File: src/rtl/vga_capture.sv
// VGA pixel-stream receiver: recovers x/y from BLANK_N/VS, writes a FB_W x FB_H crop
// into the framebuffer (adr = x + y*FB_W) and measures active geometry and lock.
module vga_capture #(
  parameter int FB_W  = 200,
  parameter int FB_H  = 150,
  parameter int ADR_W = 17
) (
  input  logic             CLOCK_50,
  input  logic             reset,
  input  logic             pix_en,
  input  logic             VGA_HS,
  input  logic             VGA_VS,
  input  logic             VGA_BLANK_N,
  input  logic [7:0]       VGA_R,
  input  logic [7:0]       VGA_G,
  input  logic [7:0]       VGA_B,
  output logic [ADR_W-1:0] fb_adr,
  output logic [23:0]      fb_d,
  output logic             fb_we,
  output logic             frame_done,
  output logic [9:0]       h_active,
  output logic [9:0]       v_active,
  output logic             locked,
  output logic             line_err
);

  localparam logic [9:0]       CNT_MAX = 10'd1023;
  localparam logic [9:0]       FB_W_C  = 10'(FB_W);
  localparam logic [9:0]       FB_H_C  = 10'(FB_H);
  localparam logic [ADR_W-1:0] FB_W_A  = ADR_W'(FB_W);

  typedef enum logic [1:0] {SEEK, SYNC, ACTIVE} state_t;

  // Saturating increment: {hit_max, next_value}; the counter sticks at CNT_MAX.
  function automatic logic [10:0] sat_inc(input logic [9:0] v);
    if (v == CNT_MAX) return {1'b1, v};
    else              return {1'b0, v + 10'd1};
  endfunction

  logic        vld_p0;
  logic        vs_p0, blank_p0;
  logic        vs_prv_p0, blank_prv_p0;
  logic        unused_hs_p0;
  logic [23:0] rgb_p0;

  state_t      state;
  logic [9:0]  x, y, ref_len;
  logic        frame_err, have_prev;

  logic        vs_fall, blank_fall, pix_ok;
  logic [9:0]  x_nx, y_nx, ref_nx, x_inc, y_inc;
  logic        x_sat, y_sat, err_nx, wr_hit;
  logic [ADR_W-1:0] wr_adr;

  // ---- stage p0: input sample register (advances only on pix_en) ----
  // The *_prv_p0 copies hold the previous sample, so edges are per-sample, not per-cycle.
  always_ff @(posedge CLOCK_50 or posedge reset) begin
    if (reset) begin
      vld_p0       <= 1'b0;
      vs_p0        <= 1'b1;
      blank_p0     <= 1'b0;
      vs_prv_p0    <= 1'b1;
      blank_prv_p0 <= 1'b0;
      unused_hs_p0 <= 1'b1;
    end else begin
      vld_p0 <= pix_en;
      if (pix_en) begin
        vs_p0        <= VGA_VS;
        blank_p0     <= VGA_BLANK_N;
        vs_prv_p0    <= vs_p0;
        blank_prv_p0 <= blank_p0;
        unused_hs_p0 <= VGA_HS;
      end
    end
  end

  always_ff @(posedge CLOCK_50) begin
    if (pix_en) rgb_p0 <= {VGA_R, VGA_G, VGA_B};
  end

  assign vs_fall    = vld_p0 & vs_prv_p0 & ~vs_p0;
  assign blank_fall = vld_p0 & blank_prv_p0 & ~blank_p0;
  assign pix_ok     = vld_p0 & blank_p0 & ~vs_fall;
  assign wr_adr     = ADR_W'(x) + ADR_W'(y) * FB_W_A;

  always_comb begin
    x_nx   = x;
    y_nx   = y;
    ref_nx = ref_len;
    err_nx = frame_err;
    wr_hit = 1'b0;
    {x_sat, x_inc} = sat_inc(x);
    {y_sat, y_inc} = sat_inc(y);
    if (blank_fall) begin
      if (y == '0)             ref_nx = x;
      else if (x != ref_len)   err_nx = 1'b1;
      x_nx = '0;
      y_nx = y_inc;
      if (y_sat) err_nx = 1'b1;
    end else if (pix_ok) begin
      wr_hit = (x < FB_W_C) && (y < FB_H_C);
      x_nx   = x_inc;
      if (x_sat) err_nx = 1'b1;
    end
  end

  // ---- stage p1: capture FSM and registered framebuffer/status outputs ----
  always_ff @(posedge CLOCK_50 or posedge reset) begin
    if (reset) begin
      state      <= SEEK;
      x          <= '0;
      y          <= '0;
      ref_len    <= '0;
      frame_err  <= 1'b0;
      have_prev  <= 1'b0;
      fb_we      <= 1'b0;
      fb_adr     <= '0;
      fb_d       <= '0;
      frame_done <= 1'b0;
      h_active   <= '0;
      v_active   <= '0;
      locked     <= 1'b0;
      line_err   <= 1'b0;
    end else begin
      fb_we      <= 1'b0;
      frame_done <= 1'b0;
      if (wr_hit && state != SEEK) begin
        fb_we  <= 1'b1;
        fb_adr <= wr_adr;
        fb_d   <= rgb_p0;
      end
      case (state)
        SEEK: begin
          if (vs_fall) state <= SYNC;
        end
        SYNC: begin
          if (vs_fall) begin
            frame_done <= 1'b1;
            h_active   <= ref_len;
            v_active   <= y;
            line_err   <= frame_err;
            locked     <= 1'b0;
            have_prev  <= 1'b1;
          end else if (pix_ok) begin
            // First valid pixel of the frame is captured, not just used as a trigger.
            x         <= x_nx;
            frame_err <= err_nx;
            state     <= ACTIVE;
          end
        end
        ACTIVE: begin
          if (vs_fall) begin
            // A line ending on this same sample is already folded into the *_nx values.
            frame_done <= 1'b1;
            h_active   <= ref_nx;
            v_active   <= y_nx;
            line_err   <= err_nx;
            locked     <= have_prev && !line_err && !err_nx &&
                          (ref_nx == h_active) && (y_nx == v_active);
            have_prev  <= 1'b1;
            x          <= '0;
            y          <= '0;
            ref_len    <= '0;
            frame_err  <= 1'b0;
            state      <= SYNC;
          end else begin
            x         <= x_nx;
            y         <= y_nx;
            ref_len   <= ref_nx;
            frame_err <= err_nx;
          end
        end
        default: state <= SEEK;
      endcase
    end
  end

endmodule

File: config.mk
export PLATFORM = sky130hd
export DESIGN_NAME = vga_capture
export DESIGN_NICKNAME = d
export VERILOG_FILES = /design/src/rtl/vga_capture.sv
export SDC_FILE = /design/constraint.sdc
export NUM_CORES = 1
export LEC_CHECK = 0
export ABC_AREA = 1
export CAP_MARGIN = 15
export CORE_MARGIN = 4
export CORE_UTILIZATION = 60
export CTS_CLUSTER_DIAMETER = 200
export DETAILED_ROUTE_END_ITERATION = 8
export PLACE_DENSITY = 0.9
export SYNTH_ARGS = -nofsm -noshare
export SYNTH_HDL_FRONTEND = slang
export SYNTH_SLANG_ARGS = --single-unit
export TNS_END_PERCENT = 5
File: constraint.sdc
create_clock -name CLOCK_50 -period 5.4 [get_ports CLOCK_50]
set_input_delay 0.81 -clock CLOCK_50 [delete_from_list [all_inputs] [get_ports CLOCK_50]]
set_output_delay 0.81 -clock CLOCK_50 [all_outputs]
set_load 0.02 [all_outputs]
# --- Yosys cells after proc, flatten, opt, wreduce, memory -nomap -nowiden ---
# Index checks and enable logic that the tools add are counted.
classes:
  n_mul: 1
  mux: 44
  bitwise: 9
  reduce_logical: 18
  n_lt_le_gt_ge: 2
  add_sub_neg: 3
  eq_ne: 12
op_table:
  columns: ["operator", "n"]
  rows:
  - ["two-way mux 10 bit", 14]
  - ["case mux 10 bit (2 select lines)", 3]
  - ["two-way mux 11 bit", 2]
  - ["adder 10 x 1 -> 10 bit, second input constant", 2]
  - ["== test 10 bit", 2]
  - ["== test 10 bit, second input constant", 2]
  - ["less-than comparator 10 x 8 -> 1 bit, second input constant", 2]
  - ["two-way mux 1 bit", 18]
  - ["adder 10 x 17 -> 17 bit", 1]
  - ["multiplier 10 x 5 -> 14 bit, second input constant", 1]
  - ["zero test 10 bit", 1]
  - ["inequality test 10 bit", 1]
  - ["AND reduction 3 bit", 3]
  - ["inequality test 2 bit, second input constant", 4]
  - ["AND 1 bit", 6]
  - ["logical AND 1 bit", 6]
  - ["two-way mux 2 bit", 3]
  - ["case mux 1 bit (2 select lines)", 3]
  - ["case mux 2 bit (2 select lines)", 1]
  - ["nonzero test 2 bit", 2]
  - ["OR reduction 2 bit", 2]
  - ["NOT 1 bit", 3]
  - ["== test 2 x 1 -> 1 bit, second input constant", 1]
  - ["== test 2 bit, second input constant", 1]
  - ["other kinds (4)", 5]
word_totals:
  in_bits: 30
  reg_bits: 128

# --- Logic depth before layout (Yosys ltp) ---
logic_depth:
  depth_word: 12
  mapped_depth: 20
  ltp_nobuf: 19

# --- Worst setup path after synthesis ---
# No wires, ideal clock.
synth_timing:
  kind: "register -> register"
  start: "register y[2]"
  end: "register fb_adr[14]"
  synth_period_minus_slack_ns: 3.421
  setup_slack_ns: 1.979
  t_required_ns: 5.269
  path_stages_with_launch: 18
  arrival_time_ns: 3.291
  setup_ns: 0.131
  path_cell_list: "dfrtp_1 -> inv_1 -> ha_1 -> ha_1 -> fa_1 -> ha_1 -> xor2_1 -> ha_1 -> nand2_1 -> nor2_1 -> nand2_1 -> nand2_1 -> nand2_1 -> nor2_2 -> nand2_2 -> nor2_4 -> xor2_1 -> o21ai_1"
synth_via:
  elab_chain_cells: 5
synth_rtl:
  columns: ["element", "line", "text"]
  rows:
  - ["start: declaration", "47", "logic [9:0] x, y, ref_len;"]
  - ["start signal: assignment", "168", "y <= y_nx;"]
  - ["parallel branches: the longest is 5 deep, another holds adder 10 x 17 -> 17 bit", null, null]
  - ["end signal: assignment", "129", "fb_adr <= wr_adr;"]
  - ["end: declaration", "17", "output logic [ADR_W-1:0] fb_adr,"]
# Parallel ways; which one is timed is not known.
# A chain may end at the register's enable or synchronous reset.

# --- Worst setup path in the final report ---
layout_timing:
  start: "register y[3]"
  end: "register fb_adr[14]"
# The elaborated chain is that of the path after synthesis.

==> results.cfg <==
[floorplan]
pin_count = 95
die_width_um = 119
core_mm2 = 0.0121
initial_core_util_pct = 61.6
rows = 40
die-height_um = 119
dieArea_mm2 = 0.0142

[yosys]
synthCells = 908
ys.flop_type = dfrtp_1
synth.distinct_cells = 42
syn_nets = 996
syn_area_mm2 = 0.00742
synth.yosys.warnings = 0
synth-seq-cells = 128
synth_edf_count = 24
ys_seq_area_share_pct = 44.8
synth_area_per_cell_um2 = 8.18
ys_async_sr_fraction_pct = 81.3

[global_route]
grt_pass1_wl_um = 31200
grt_overflow = 0
grt_max_degree = 72
antenna_found_initial = 0
first_global_vias = 6547
grtUsageTotal_pct = 27.4

[cts]
cts_buffers = 17
clk-insertion-delay-late_ps = 420
htree_levels = 4
cts.repair_timing.setup_buffer_count = 0
root_buffer = clkbuf_16
cts_resized = 0
cts_hold_buffers = 0
cts_sinks = 128
cts_max_path_buffers = 2
cts_tree = built
path_clk_slew_ps = 60

[worst_hold_path]
hold_depth = 2
min_delay_worst_endpoint = fb_d[14]$_DFFE_PP0P_
hold_start = rgb_p0[14]$_DFFE_PP_
hold_path_class = flop to flop

[final_layout]
post-route-util_pct = 75.0
drive_above_1_share_pct = 5.82
fin_cells = 1181
nNetsFinal = 1088
nFillCells = 796
antenna_cells = 0
syn2layout_area_growth_pct = 21.9

[sta]
hold_violations = 0
final-setup-viol-count = 0
fin_crit_sh_pct = 71.7
worstMarginPinSlew_ps = 981
layout_min_cycle_time_ps = 3870
relSlewSlack_pct = 34.5
slew_violations = 0
worst_slack_ps = 1530
fmax_ghz = 0.258
fin_setup_tns_ps = 0
finClkSkew_ps = 7.07
rsz0062_at_grt = no

[power_and_ir_drop]
pwr-share-clk_pct = 22.9
peakVddDrop_mv = 0.495
p_leak_nw = 4.39
swShare_pct = 41.8
power_density_mw_per_mm2 = 524
p_switching_mw = 1.98
p_int_mw = 2.76
pwr-share-comb_pct = 45.3
seq_power_share_pct = 31.8

[worst_setup_path]
max_stage_delay_ps = 490
slowest_stage = dfrtp_1
critPathArrivalTime_ps = 4160
start_kind = flop
rr_startpoint = y[3]$_DFFE_PP0P_
crit_path_cell_trace = inv_1 > ha_1 > ha_1 > fa_1 > ha_1 > xor2_1 > ha_1 > nand2_1 > nor2_1 > nand2_1 > nand2_1 > nand2_1 > nor2_2 > nand2_2 > nor2_4 > xor2_1 > o21ai_1
cp.required_ps = 5690
crit_buf_inv = 1
reg2reg_slack_ps = 1530
path_delay_family = adder cells
cp_max_fo = 7
cp-end-kind = flop
rr_worst_depth = 17
path_class = flop to flop
reg2reg_to = fb_adr[14]$_DFFE_PP0P_

[detailed_routing]
drc = 0
drt_iter0_drc = 637
wl_um = 18900
wire_per_inst_um = 16.0
drtAntennaViolNets = 0
vias = 6593
drt_pass1_iterations = 7
via_per_inst = 5.58

[placed_design]
place_inst = 1148
hpwlAfterDp_um = 13000
pre_cts_ws_ps = 1630
portBuffers = 93
gp_congestion = 0.961

[job]
drv_cap = 0

[run_status]
outcome = completed
-- state kept, by name, indices dropped and copies added (netlist names), 2 cells and up --
| name | flops |
|---|---|
| y | 10 |
| state | 2 |
| fb_d | 24 |
| ref_len | 10 |
| fb_adr | 17 |
| h_active | 10 |
| rgb_p0 | 24 |
| x | 10 |
| v_active | 10 |
-- metrics by stage --
stage | hold slack, ps | instance area (µm²) | power [mW]
floorplan | 418 | 7420 | 2.83
global placement | 421 | 8480 | 3.53
detailed placement | 429 | 8480 | 3.61
CTS | 442 | 9040 | 4.73
global route | 453 | 9050 | 5.05
finish | 442 | 9050 | 4.74
-- worst reg2reg max path, cell delays in order, from the launching register on --
cell     delay, ps
dfrtp_1        490
inv_1          160
ha_1           310
ha_1           320
fa_1           460
ha_1           400
xor2_1         200
ha_1           350
nand2_1         90
nor2_1          90
nand2_1         60
nand2_1        100
nand2_1        100
nor2_2         160
nand2_2        100
nor2_4         130
xor2_1         150
o21ai_1         70
-- worst max path at each step --
| stage | start | endpoint | slack, ps | cells after the start |
|---|---|---|---|---|
| after CTS | y[3]$_DFFE_PP0P_ | fb_adr[14]$_DFFE_PP0P_ | 1570 | 17 |
| after global placement | y[2]$_DFFE_PP0P_ | fb_adr[14]$_DFFE_PP0P_ | 1750 | 17 |
| after detailed placement | y[3]$_DFFE_PP0P_ | fb_adr[14]$_DFFE_PP0P_ | 1630 | 17 |
| after global routing | y[3]$_DFFE_PP0P_ | fb_adr[16]$_DFFE_PP0P_ | 1230 | 19 |
| final | y[3]$_DFFE_PP0P_ | fb_adr[14]$_DFFE_PP0P_ | 1530 | 17 |
| after floorplan | reset | blank_p0$_DFFE_PP0P_ | 1860 | 1 |
-- cell families after synthesis --
logic type                 synth area share, %
AOI/OAI and AO/OA                         9.08
xor gates and xnor gates                  3.49
adders and majority gates                 10.4
buffers and inverters                     6.91
DFF                                       44.8
and+or+nand+nor                           25.3
-- cells in the final DEF (no fill, tap or decap), types with 5 or more instances in the layout --
| cell type | count |
|---|---|
| dfrtp_1 | 102 |
| nand3b_1 | 9 |
| a21oi_1 | 19 |
| fa_1 | 6 |
| clkbuf_16 | 17 |
| o31ai_1 | 8 |
| inv_1 | 100 |
| buf_4 | 5 |
| nor2_1 | 60 |
| clkinv_2 | 5 |
| ha_1 | 52 |
| nand3_1 | 57 |
| o21ai_1 | 6 |
| a31oi_1 | 14 |
| xor2_1 | 17 |
| clkdlybuf4s50_1 | 93 |
| o21ai_0 | 59 |
| edfxtp_1 | 24 |
| nand4_1 | 12 |
| xnor2_1 | 7 |
| nand2_1 | 291 |
-- synth_stat cells, drive strengths merged (8+ instances only) --
master	count	area share [%]
nand2	293	15
dfrtp	102	34
inv	101	5.1
nor2	65	3.5
o21ai	65	4.4
nand3	61	4.3
ha	52	8.8
edfxtp	24	9.7
a21oi	21	1.5
xor2	20	2.7
a31oi	14	1.2
buf	14	1.2
clkbuf	12	0.61
nand4	12	1.0
nand3b	9	0.91
o31ai	8	0.81
-- layer usage --
| layer | track usage (%) | share of wire (%) | wire, µm | vias up |
|---|---|---|---|---|
| li1 | - | - | - | 3133 |
| met1 | 33.4 | 40 | 7480 | 3128 |
| met2 | 46.3 | 51 | 9680 | 259 |
| met5 | 0 | 0 | 0 | - |
| met3 | 5.32 | 5.5 | 1050 | 73 |
| met4 | 14.0 | 3.7 | 708 | 0 |
-- final cells by class --
class	count	area, µm²	share of cell area (%)
multi-input cells	653	3590	39.7
inverters	101	382	4.22
clock inverters	13	116	1.29
flip-flops and latches	128	3330	36.7
well taps	168	210	2.32
repair buffers	99	983	10.9
clock buffers	19	443	4.89
-- power by group through the flow --
stage,registers (mW),logic [mW],clock network [mW]
final,1.51,2.15,1.09
after global routing,1.54,2.36,1.14
after CTS,1.50,2.14,1.09
after detailed placement,1.50,2.10,0
after global placement,1.50,2.04,0
after floorplan,1.70,1.13,0
(Power assumes the default switching activity.)
